$ cat config.mk
export PLATFORM = sky130hd
export DESIGN_NAME = clint_ctrl
export DESIGN_NICKNAME = d
export VERILOG_FILES = /design/src/rtl/clint_ctrl.sv
export SDC_FILE = /design/constraint.sdc
export NUM_CORES = 1
export LEC_CHECK = 0
export ABC_AREA = 1
export BUFFER_PORTS_ARGS = -buffer_cell sky130_fd_sc_hd__buf_4
export CORE_AREA = 2 2 108 110
export CTS_CLUSTER_SIZE = 20
export DETAILED_ROUTE_END_ITERATION = 10
export DIE_AREA = 0 0 110 112
export MAX_ROUTING_LAYER = met4
export PLACE_DENSITY_LB_ADDON = 0.3
export SLEW_MARGIN = 10
export SYNTH_ARGS = -nofsm -noshare
export SYNTH_HDL_FRONTEND = slang
export SYNTH_SLANG_ARGS = --single-unit
export TNS_END_PERCENT = 30
$ cat constraint.sdc
create_clock -name clk -period 3.6 [get_ports clk]
set_clock_uncertainty 0.15 [all_clocks]
set_input_delay 0.72 -clock clk [delete_from_list [all_inputs] [get_ports clk]]
set_output_delay 0.72 -clock clk [all_outputs]
set_load 0.01 [all_outputs]
$ cat src/rtl/clint_ctrl.sv
// Core-local interrupt/exception sequencer: detects ecall/ebreak/mret and timer irq in ID,
// writes mepc/mstatus/mcause over consecutive cycles, then strobes a PC redirect.
module clint_ctrl #(
    parameter int unsigned     XLEN         = 32,
    parameter logic [XLEN-1:0] CAUSE_TIMER  = 32'h80000007,
    parameter logic [XLEN-1:0] CAUSE_ECALL  = 32'd11,
    parameter logic [XLEN-1:0] CAUSE_EBREAK = 32'd3
) (
    input  logic            clk,
    input  logic            rst_n,
    input  logic            inst_valid_i,
    input  logic [31:0]     inst_i,
    input  logic [XLEN-1:0] inst_addr_i,
    input  logic            jump_flag_i,
    input  logic [XLEN-1:0] jump_addr_i,
    input  logic            timer_irq_i,
    input  logic [XLEN-1:0] csr_mtvec_i,
    input  logic [XLEN-1:0] csr_mepc_i,
    input  logic [XLEN-1:0] csr_mstatus_i,
    output logic            we_o,
    output logic [11:0]     waddr_o,
    output logic [XLEN-1:0] data_o,
    output logic            stallreq_o,
    output logic            int_assert_o,
    output logic [XLEN-1:0] int_addr_o
);

    localparam logic [31:0] INST_ECALL  = 32'h00000073;
    localparam logic [31:0] INST_EBREAK = 32'h00100073;
    localparam logic [31:0] INST_MRET   = 32'h30200073;

    localparam logic [11:0] CSR_MSTATUS = 12'h300;
    localparam logic [11:0] CSR_MEPC    = 12'h341;
    localparam logic [11:0] CSR_MCAUSE  = 12'h342;

    typedef enum logic [2:0] {
        S_IDLE,
        S_W_MEPC,
        S_W_MSTATUS,
        S_W_MCAUSE,
        S_W_MSTATUS_RET,
        S_ASSERT_EXC,
        S_ASSERT_RET
    } state_t;

    state_t          state_q, state_d;
    logic [XLEN-1:0] epc_q, epc_d;
    logic [XLEN-1:0] cause_q, cause_d;

    logic is_ecall, is_ebreak, is_mret, take_irq;

    assign is_ecall  = inst_valid_i && (inst_i == INST_ECALL);
    assign is_ebreak = inst_valid_i && (inst_i == INST_EBREAK);
    assign is_mret   = inst_valid_i && (inst_i == INST_MRET);
    assign take_irq  = timer_irq_i && csr_mstatus_i[3];

    always_ff @(posedge clk) begin
        if (!rst_n) begin
            state_q <= S_IDLE;
            epc_q   <= '0;
            cause_q <= '0;
        end else begin
            state_q <= state_d;
            epc_q   <= epc_d;
            cause_q <= cause_d;
        end
    end

    // ASSERT is split by redirect source so the target needs no extra latch.
    always_comb begin
        state_d      = state_q;
        epc_d        = epc_q;
        cause_d      = cause_q;
        we_o         = 1'b0;
        waddr_o      = '0;
        data_o       = '0;
        stallreq_o   = 1'b1;
        int_assert_o = 1'b0;
        int_addr_o   = '0;
        unique case (state_q)
            S_IDLE: begin
                stallreq_o = 1'b0;
                if (is_ecall || is_ebreak) begin
                    stallreq_o = 1'b1;
                    epc_d      = inst_addr_i;
                    cause_d    = is_ecall ? CAUSE_ECALL : CAUSE_EBREAK;
                    state_d    = S_W_MEPC;
                end else if (take_irq) begin
                    stallreq_o = 1'b1;
                    epc_d      = jump_flag_i ? jump_addr_i : inst_addr_i;
                    cause_d    = CAUSE_TIMER;
                    state_d    = S_W_MEPC;
                end else if (is_mret) begin
                    stallreq_o = 1'b1;
                    state_d    = S_W_MSTATUS_RET;
                end
            end
            S_W_MEPC: begin
                we_o    = 1'b1;
                waddr_o = CSR_MEPC;
                data_o  = epc_q;
                state_d = S_W_MSTATUS;
            end
            S_W_MSTATUS: begin
                we_o      = 1'b1;
                waddr_o   = CSR_MSTATUS;
                data_o    = csr_mstatus_i;
                data_o[7] = csr_mstatus_i[3];
                data_o[3] = 1'b0;
                state_d   = S_W_MCAUSE;
            end
            S_W_MCAUSE: begin
                we_o    = 1'b1;
                waddr_o = CSR_MCAUSE;
                data_o  = cause_q;
                state_d = S_ASSERT_EXC;
            end
            S_W_MSTATUS_RET: begin
                we_o      = 1'b1;
                waddr_o   = CSR_MSTATUS;
                data_o    = csr_mstatus_i;
                data_o[3] = csr_mstatus_i[7];
                data_o[7] = 1'b1;
                state_d   = S_ASSERT_RET;
            end
            S_ASSERT_EXC: begin
                int_assert_o = 1'b1;
                int_addr_o   = {csr_mtvec_i[XLEN-1:2], 2'b00};
                state_d      = S_IDLE;
            end
            S_ASSERT_RET: begin
                int_assert_o = 1'b1;
                int_addr_o   = csr_mepc_i;
                state_d      = S_IDLE;
            end
            default: begin
                state_d = S_IDLE;
            end
        endcase
    end

endmodule

After elaboration in Yosys (flattened, before gate mapping)
Index checks and enable logic that the tools add are counted.
{"block": "classes", "n_reduce_logical": 11, "n_mux": 19, "eq_ne": 10}
{"op": "$mux 32", "count": 5}
{"op": "$pmux 32 s4", "count": 1}
{"op": "$pmux 32 s2", "count": 1}
{"op": "$eq 32x21->1 const B", "count": 1}
{"op": "$eq 32x30->1 const B", "count": 1}
{"op": "$eq 32x7->1 const B", "count": 1}
{"op": "$pmux 10 s3", "count": 1}
{"op": "$pmux 3 s5", "count": 1}
{"op": "$eq 3x3->1 const B", "count": 3}
{"op": "$mux 3", "count": 3}
{"op": "$eq 3x2->1 const B", "count": 2}
{"op": "$mux 1", "count": 6}
{"op": "$logic_and 1x1->1", "count": 4}
{"op": "$mux 4", "count": 1}
{"op": "$ne 4x4->1 const B", "count": 1}
{"op": "$reduce_or 2->1", "count": 2}
{"op": "$reduce_or 4->1", "count": 1}
{"op": "$eq 3x1->1 const B", "count": 1}
{"op": "$logic_not 3->1", "count": 1}
{"op": "$reduce_and 2->1", "count": 1}
{"op": "$reduce_bool 2->1", "count": 1}
{"op": "$logic_or 1x1->1", "count": 1}
{"block": "word_totals", "ff_bits": 67, "output_inout_bits": 79}

Depth between registers and ports, before layout
{"block": "depth", "word_depth": 6, "mapped_depth": 13}

Worst setup path after synthesis
Ideal clock, no wire load.
{"block": "synth_timing", "path_kind": "in2out", "startpoint": "input port inst_i[23]", "endpoint": "output port stallreq_o", "required_ps": 2730, "cell_stages": 6, "path_buffers": 0, "path_slack_ps": 1285, "arrival_time_ps": 1445, "cell_sequence": "nor2_1 > inv_1 > or2_1 > nor2_2 > nand2_2 > nand4_1"}
{"block": "synth_via", "elab_chain_cells": 6}
{"item": "from (decl)", "line_no": "12", "text": "input logic [31:0] inst_i,"}
{"item": "$eq 32x30->1", "line_no": "54", "text": "assign is_mret = inst_valid_i && (inst_i == INST_MRET);"}
{"item": "$logic_and 1x1->1", "line_no": "54"}
{"item": "$mux 1", "line_no": "93", "text": "end else if (is_mret) begin"}
{"item": "$mux 1", "line_no": "88", "text": "end else if (take_irq) begin"}
{"item": "$mux 1 *", "line_no": "83", "text": "if (is_ecall || is_ebreak) begin"}
{"item": "$mux 1 *", "line_no": "80", "text": "unique case (state_q)"}
{"item": "to (decl)", "line_no": "23", "text": "output logic stallreq_o,"}
Every way passes the cells marked *; elsewhere a longest branch is shown, timed or not.

Worst setup path after layout
{"block": "layout_timing", "startpoint": "register state_q[2]", "endpoint": "output port data_o[30]"}
{"block": "layout_via", "elab_chain_cells": 2}
{"item": "from (decl)", "line_no": "46", "text": "state_t state_q, state_d;"}
{"item": "from (signal assigned)", "line_no": "63", "text": "state_q <= state_d;"}
{"item": "$eq 3x3->1, or another cell as far along", "line_no": "80"}
{"item": "$pmux 32 s4 *", "line_no": "80"}
{"item": "to (decl)", "line_no": "22", "text": "output logic [XLEN-1:0] data_o,"}
Marks and branches as above.

==> results by group <==
Clocking
  • Root buffer cell: clkbuf_16
  • Clk buf depth: 2
  • Post-cts sizing count: 0
  • CTS sink cnt: 38
  • Reg clk slew, reported paths: 50 ps
  • Clock insertion delay at the later pin of the skew report: 270 ps
  • Total setup buffers inserted after CTS: 0
  • CTS tree: done
  • H-Tree Depth: 2
  • Num CTS Buffers: 5
  • Hold_buf cts: 0

Timing
  • Setup TNS: 0 ps
  • Fin crit period: 3010 ps
  • Final period util: 0.837
  • Max-slew violations: 0
  • Final hold vios: 0
  • Max-slew headroom: 0.493
  • RSZ-0062 raised after global routing: false
  • WHS: 320 ps
  • Measured slew at the worst slew-check pin: 758 ps
  • Highest clock rate: 332 MHz
  • Final setup viols: 0

Place
  • RePlAce Congestion: 0.793
  • Placed Cells: 1003
  • IO Port Bufs: 266
  • Placed wire-length estimate: 9190 um

Floorplan
  • Starting Density: 0.288
  • Row cnt: 39
  • Die Wd: 110 um
  • Die Y: 112 um
  • Core Area: 11200 um2
  • Die area: 12300 um2
  • Top-Level Pins: 276

Drt
  • WL final: 11700 um
  • DRC: 0
  • Final ANT Viol Nets: 0
  • First DRT Iteration DRCs: 165
  • Vias: 4213
  • WL/cell: 11.6 um
  • Vias/cell: 4.18
  • First-pass DRT Iterations: 4

Worst setup path
  • CP endpoint: data_o[30]
  • Crit Path Max Fanout: 17
  • CP Launch Type: register
  • Req. time, crit path: 2730 ps
  • Critical path startpoint: state_q[2]
  • Reg2Reg Setup Slack: 1620 ps
  • Reg2Reg Depth: 8
  • RR Endpoint: state_q[1]
  • Crit end category: output port
  • Data arrival, critical path: 2140 ps
  • R2R Path Start: state_q[2]
  • Setup Crit Path Kind: reg -> out

Power and ir drop
  • Power Dens Cells: 463 nW/um2
  • Peak supply drop: 0.296 mV
  • P_leak: 3.21 nW

Cells and area
  • N_diodes: 0
  • Share of cells above drive strength 1: 0.328
  • Area added between synthesis and finish: 66.6%
  • Final nets: 1064
  • Final cell count without fillers: 1009

Logic synthesis
  • Mean post-synth cell area: 5.22 um2
  • Mapped Area: 3220 um2
  • Yosys warns: 0
  • Asr flop ratio synth: 0
  • Synth area leader: dfxtp_1
  • Number of distinct library cells after synthesis: 20
  • Number of synthesized flops with an enable pin: 0
  • Seq/Total Area, Yosys: 0.236
  • Syn Inst Count: 617
  • Synth Flop Type: dfxtp_1
  • Share of the synthesized area in the top cell type: 0.236
  • Synth area leaders: dfxtp_1 (24%), nand2_1 (21%), inv_1 (17%), nor2_1 (15%), o22ai_1 (5.8%)
  • Yosys reg bits: 38

Hold path
  • Worst min path class: reg -> reg

Global route
  • Number of global-route vias before repair: 3826
  • GR Util All Layers: 0.189
  • GR Overflow Total: 0
  • First-pass GRT wire length: 17900 um
  • Largest net degree at the start of global routing: 37
  • Antenna violations before repair: 0

Status
  • Status: complete, no violations

Flow run
  • MaxCap Viol Count: 0
==> how the worst min path moves through the flow <==
stage | from | end | slack [ps] | depth (start not counted)
4_1_cts | cause_q[2] | cause_q[2] | 330 | 2
3_5_place_dp | cause_q[2] | cause_q[2] | 320 | 2
3_3_place_gp | cause_q[1] | cause_q[1] | 310 | 2
5_1_grt | cause_q[2] | cause_q[2] | 360 | 2
2_1_floorplan | cause_q[1] | cause_q[1] | 290 | 2
6_report | cause_q[2] | cause_q[2] | 320 | 2
==> metal layers <==
layer / GRT usage / vias up / wire length, um / part of all wire
met2: 0.338 / 171 / 5800 / 0.50
met3: 0.0527 / 13 / 1220 / 0.10
met5: - / - / 0 / 0
met4: 0.0464 / 0 / 173 / 0.015
li1: - / 2285 / - / -
met1: 0.203 / 1744 / 4470 / 0.38
==> cell usage in the layout (no fill, tap or decap) <==
cell type and instances:
buf_4 273, nand2_1 184, inv_1 142, nor2_1 132
dfxtp_1 38, o22ai_1 30, o21ai_0 29, nand3_1 8
conb_1 7, o211ai_1 6, clkbuf_16 5, nand2_2 3
nor3_1 2, nand4_1 2, or2_1 1, nor2_2 1
a21oi_4 1, a21oi_1 1, clkbuf_8 1
==> power breakdown <==
| group | total, mW | internal (mW) | switching, mW | leakage [nW] |
|---|---|---|---|---|
| clock | 0.430 | 0.268 | 0.162 | 0.0688 |
| combinational | 1.49 | 0.672 | 0.822 | 2.83 |
| sequential | 0.558 | 0.520 | 0.0386 | 0.312 |
==> critical path, stage by stage (launching register included) <==
cell,delay [ps]
dfxtp_1,350
inv_1,90
nand2_1,90
nor2_1,170
nor2_1,110
inv_1,390
buf_4,330
nand2_1,70
o21ai_0,100
buf_4,160
==> cell families (layout without fill, tap and decap cells) <==
group,Yosys count,in the layout,share of synthesized area
AOI/OAI and AO/OA,67,67,0.124
DFF,38,38,0.236
and+or+nand+nor,333,333,0.397
buffers and inverters,178,421,0.241
other,1,7,0.00116
==> Yosys cell counts (3+ instances only) <==
cell / number
nand2_1: 184
inv_1: 142
nor2_1: 132
dfxtp_1: 38
o22ai_1: 30
o21ai_0: 29
clkbuf_1: 14
buf_4: 11
buf_6: 9
nand3_1: 8
o211ai_1: 6
nand2_2: 3
==> layout make-up <==
| cell class | count | area [um2] |
|---|---|---|
| Fill cell | 1254 | 5810 |
| Timing Repair Buffer | 273 | 2050 |
| Multi-Input combinational cell | 407 | 1710 |
| Sequential cell | 38 | 761 |
| Inverter | 142 | 533 |
| Tap cell | 143 | 179 |
| Clock buffer | 6 | 139 |
==> stage by stage <==
stage                     instance area, um2  setup WS [ps]  utilization  power [mW]
after global routing                    5370            279        0.480        2.73
after global placement                  5230            814        0.468        2.07
after floorplan                         3240           1280            -        1.40
after CTS                               5370            532        0.480        2.52
after detailed placement                5230            836        0.468        2.08
final                                   5370            586        0.480        2.48
==> state kept, by name (all words and copies together), names as in the netlist <==
register,count
epc_q,32
state_q,3
cause_q,3
Power figures use the tool's default switching activity.
